### src/rtl/dff_pipe.sv
// dff_pipe: elastic valid/ready register pipeline with bubble collapsing and synchronous flush.
// Optional occupancy output Count is built when DFF_PIPE_COUNT_EN is defined.
`default_nettype none

module dff_pipe #(
   parameter int Width = 4,
   parameter int Depth = 3
) (
   input  logic             CLK,
   input  logic             RST,
   input  logic             Flush,
   input  logic             in_valid,
   output logic             in_ready,
   input  logic [Width-1:0] Data,
   output logic             out_valid,
   input  logic             out_ready,
   output logic [Width-1:0] Q
`ifdef DFF_PIPE_COUNT_EN
   ,
   output logic [$clog2(Depth+1)-1:0] Count
`endif
);

   logic [Depth-1:0] v;
   logic [Depth-1:0] adv;
   logic [Width-1:0] d [Depth];

   // A stage may advance when any stage from it to the output is empty, or the output drains.
   always_comb begin
      logic run;
      run = 1'b1;
      adv = '0;
      for (int i = 0; i < Depth; i++) begin
         run = 1'b1;
         for (int j = i; j < Depth; j++) begin
            run = run & v[j];
         end
         adv[i] = ~run | out_ready;
      end
   end

   assign in_ready  = adv[0] & ~Flush;
   assign out_valid = v[Depth-1];
   assign Q         = d[Depth-1];

   always_ff @(posedge CLK or posedge RST) begin
      if (RST) begin
         v <= '0;
         for (int i = 0; i < Depth; i++) begin
            d[i] <= '0;
         end
      end else begin
         if (adv[0]) begin
            v[0] <= in_valid & in_ready;
            d[0] <= Data;
         end
         for (int i = 1; i < Depth; i++) begin
            if (adv[i]) begin
               v[i] <= v[i-1];
               d[i] <= d[i-1];
            end
         end
         // Flush drops every word; data registers simply keep whatever they latched.
         if (Flush) begin
            v <= '0;
         end
      end
   end

`ifdef DFF_PIPE_COUNT_EN
   localparam int CW = $clog2(Depth+1);

   logic [CW-1:0] cnt;
   logic          xfer_in;
   logic          xfer_out;

   assign xfer_in  = in_valid & in_ready;
   assign xfer_out = out_valid & out_ready;

   always_ff @(posedge CLK or posedge RST) begin
      if (RST) begin
         cnt <= '0;
      end else if (Flush) begin
         cnt <= '0;
      end else if (xfer_in && !xfer_out) begin
         cnt <= cnt + CW'(1);
      end else if (!xfer_in && xfer_out) begin
         cnt <= cnt - CW'(1);
      end
   end

   assign Count = cnt;
`endif

endmodule

`default_nettype wire

### config.mk
export PLATFORM = sky130hd
export DESIGN_NAME = dff_pipe
export DESIGN_NICKNAME = d
export VERILOG_FILES = /design/src/rtl/dff_pipe.sv
export SDC_FILE = /design/constraint.sdc
export NUM_CORES = 1
export LEC_CHECK = 0
export CAP_MARGIN = 5
export CORE_ASPECT_RATIO = 0.8
export CORE_MARGIN = 4
export CORE_UTILIZATION = 30
export DETAILED_ROUTE_END_ITERATION = 8
export SKIP_CTS_REPAIR_TIMING = 1
export SLEW_MARGIN = 0
export SYNTH_ARGS = -nofsm -noshare
export SYNTH_HDL_FRONTEND = slang
export SYNTH_SLANG_ARGS = --single-unit
### constraint.sdc
create_clock -name CLK -period 3 [get_ports CLK]
set_clock_uncertainty 0.15 [all_clocks]
set_input_delay 0.3 -clock CLK [delete_from_list [all_inputs] [get_ports CLK]]
set_output_delay 0.3 -clock CLK [all_outputs]
set_load 0.02 [all_outputs]
# == Yosys cells after proc, flatten, opt, wreduce, memory -nomap -nowiden ==
# Index checks and enable logic that the tools add are counted.
# op_classes
mux,4
bitwise,12
reduce_logical,3
# ops
cell,n
$reduce_bool 2->1,3
$and 1x1->1,5
$not 1->1,4
$mux 1,3
$mux 3,1
$or 1x1->1,3
# word_totals
reg_bits,15
in_bits,9
output_inout_bits,6
word_cells,25

# == Logic depth before layout (Yosys ltp) ==
# logic_depth
ltp_word,8
ltp_mapped,2
depth_no_buf,2

# == Least setup slack after synthesis ==
# No wires, ideal clock.
# synth_path
path_kind,register to output
startpoint,reg v[2]
endpoint,out in_ready
t_arrival_ns,1.008
required_time_ns,2.550
path_slack_ns,1.542
path_stages_with_launch,3
n_path_buf,0
path_cell_list,dfrtp_1 nand4b_2 nor2b_1
# synth_between
elab_chain_cells,4
# synth_rtl
element,line_no,rtl
from (decl),24,logic [Depth-1:0] v;
"from (signal, indexed assignment)",59,v[i] <= v[i-1];
$and 1x1->1,36,run = run & v[j];
$not 1->1,38,adv[i] = ~run | out_ready;
$or 1x1->1,38,
$and 1x1->1,42,assign in_ready = adv[0] & ~Flush;
to (decl),13,"output logic in_ready,"
# No other way between the ends.

# == Worst setup path in the final report ==
# layout_path
startpoint,in out_ready
endpoint,out in_ready
# layout_between
elab_chain_cells,2
# layout_rtl
element,line_no,rtl
from (decl),16,"input logic out_ready,"
$or 1x1->1,38,
$and 1x1->1,42,
# No other way between the ends.

==> flow_metrics.tcl <==
set metrics [dict create \
    synth_most_common_cell "dfrtp_1" \
    worst_slew_pin_slew_ps 552.2 \
    avgSynthCellArea_um2 14.42 \
    multi_input_area_um2 185.2 \
    power.leakage_nw 0.3417 \
    via_per_inst 4.400 \
    root_buffer "clkbuf_4" \
    grt_max_degree 16 \
    firstDrtPassIters 2 \
    clk_pin_slew_worst_paths_ps 90 \
    rsz0062_at_grt "false" \
    drt_wl_total_um 982 \
    via_count 352 \
    max_freq_mhz 453.6 \
    synth.cell_area_um2 605.6 \
    post-place-ws_ps 785.7 \
    stdcell_area_um2 772.0 \
    synth_edf_count 0 \
    syn_to_final_growth_pct 27.48 \
    drive_gt1_frac 0.2857 \
    fin_nets 66 \
    cts_tree "done" \
    setup_slack_ps 795.6 \
    gr-usage-met1 0.08809 \
    grt_pass1_wl_um 1580 \
    place_area_um2 745.7 \
    antenna_found_initial 0 \
    setup-tns-final_ps 0 \
    core_area_mm2 0.001892 \
    min_period_ps 2204 \
    io_buffers 14 \
    cp.arrival_ps 1750 \
    worst_hold_path_type "input port to async pin" \
    diodes 0 \
    antenna_left 0 \
    die_area_mm2 0.002806 \
    die_h_um 48.19 \
    whs_ps 212.6 \
    synthesis.instances 42 \
    cp_max_fo 6 \
    use_met2 0.1396 \
    busiest_layer "met2" \
    crit_type "input port to output port" \
    run_status "finished, final reports clean" \
    yosys.area.top_type_share 0.6198 \
    yosys_register_bits 15 \
    drc 0 \
    synth_top_cell_by_area "dfrtp_1" \
    hpwl_um 743.6 \
    place_congestion 0.6971 \
    wire_per_inst_um 12.28 \
    p_per_area_mw_per_mm2 486.4 \
    start_util 0.3201 \
    rows 14 \
    ys.warnings.count 0 \
    grt_pass1_vias 360 \
    synthFlopType "dfrtp_1" \
    die_w_um 58.23 \
    clk_path_buf_depth 2 \
    period_share 0.7348 \
    ys_top_cells_by_area "dfrtp_1 62%, mux2_2 22%, buf_4 5.0%" \
    synthArstFlopShare 1.000 \
    finalSetupViolations 0 \
    start_kind "input port" \
    grt_overflow 0 \
    drt-initial-drc-count 1 \
    grtUsageTotal 0.08260 \
    cts_inserted_buffers 3 \
    slew_headroom 0.6315 \
    clk_latency_ps 280 \
    hold_violations 0 \
    nFillCells 188 \
    cts_num_sinks 15 \
    cp-end-kind "output port" \
    slew_violations 0 \
    use_met3 0.05820 \
    synth_fp_nets 51 \
    postLayoutCoreUtil 0.4081 \
    worstPathRequired_ps 2550 \
    synth_common_cells "15 x dfrtp_1, 12 x mux2_2, 4 x buf_4, 4 x inv_1, 3 x a21oi_1" \
    cap_viol_max_count 0 \
    register_area_um2 375.4 \
    synth-seq-area-share 0.6198 \
    ios 15 \
    ir_worst_vdd_uv 264.8 \
    synth_cell_types 9 \
    htree_levels 1 \
]
-- area by class of cell --
class	count	share of cell area
clock buffer	4	0.03404
inverter	4	0.01945
multi-input combinational	19	0.2399
sequential	15	0.4862
tap	24	0.03890
timing repair buffer	14	0.1815
-- cells in the final DEF (no fill, tap or decap) --
| master | netlist | layout |
|---|---|---|
| inv_1 | 4 | 4 |
| nand4b_2 | 1 | 1 |
| mux2_2 | 12 | 12 |
| clkdlybuf4s50_1 | 0 | 14 |
| nor2b_1 | 1 | 1 |
| nand2b_1 | 1 | 1 |
| a21oi_1 | 3 | 3 |
| nand3b_1 | 1 | 1 |
| dfrtp_1 | 15 | 15 |
| clkbuf_1 | 0 | 1 |
| clkbuf_4 | 0 | 3 |
-- logic make-up (layout without fill, tap and decap cells) --
logic type,after synthesis,after routing,share of synthesized area
AOI/OAI and AO/OA,3,3,0.02479
DFF,15,15,0.6198
muxes,12,12,0.2231
buffers and inverters,8,22,0.07437
and+or+nand+nor,4,4,0.05786
-- routing by layer --
layer / up-vias / routed length, um
met3: 0 / 92
li1: 166 / -
met2: 14 / 438
met1: 172 / 451
met5: - / 0
met4: 0 / 0
-- critical path, cell delays in order --
cell	delay, ps
clkdlybuf4s50_1	420
nand4b_2	300
nor2b_1	200
clkdlybuf4s50_1	540
-- flip-flops by register name, summed over array words and instances (netlist names) --
| signal | count |
|---|---|
| d | 8 |
| Q | 4 |
| v | 3 |
-- power breakdown --
part | total (mW) | switching [mW] | internal [mW]
clock network | 0.113 | 0.0613 | 0.0516
registers | 0.219 | 0.00584 | 0.213
logic | 0.0436 | 0.0175 | 0.0260
total | 0.376 | 0.0847 | 0.291
-- metrics by stage --
| step | total power, mW | cells |
|---|---|---|
| floorplan | 0.2482 | 42 |
| global placement | 0.2669 | 76 |
| detailed placement | 0.2682 | 76 |
| CTS | 0.3831 | 80 |
| global route | 0.3976 | 80 |
| finish | 0.3755 | 80 |
-- path summary, 6_finish.rpt --
kind	slack, ps	depth (start not counted)	start	end
setup / recovery	800	4	out_ready	in_ready
hold / removal	210	2	RST	d[6]
setup reg to reg	1710	2	v[2]	d[7]
hold reg to reg	360	1	d[6]	d[6]
max in group asynchronous	2120	2	RST	v[0]
min in group CLK	360	1	d[6]	d[6]
Note: power is estimated with default switching activity, not from simulation.
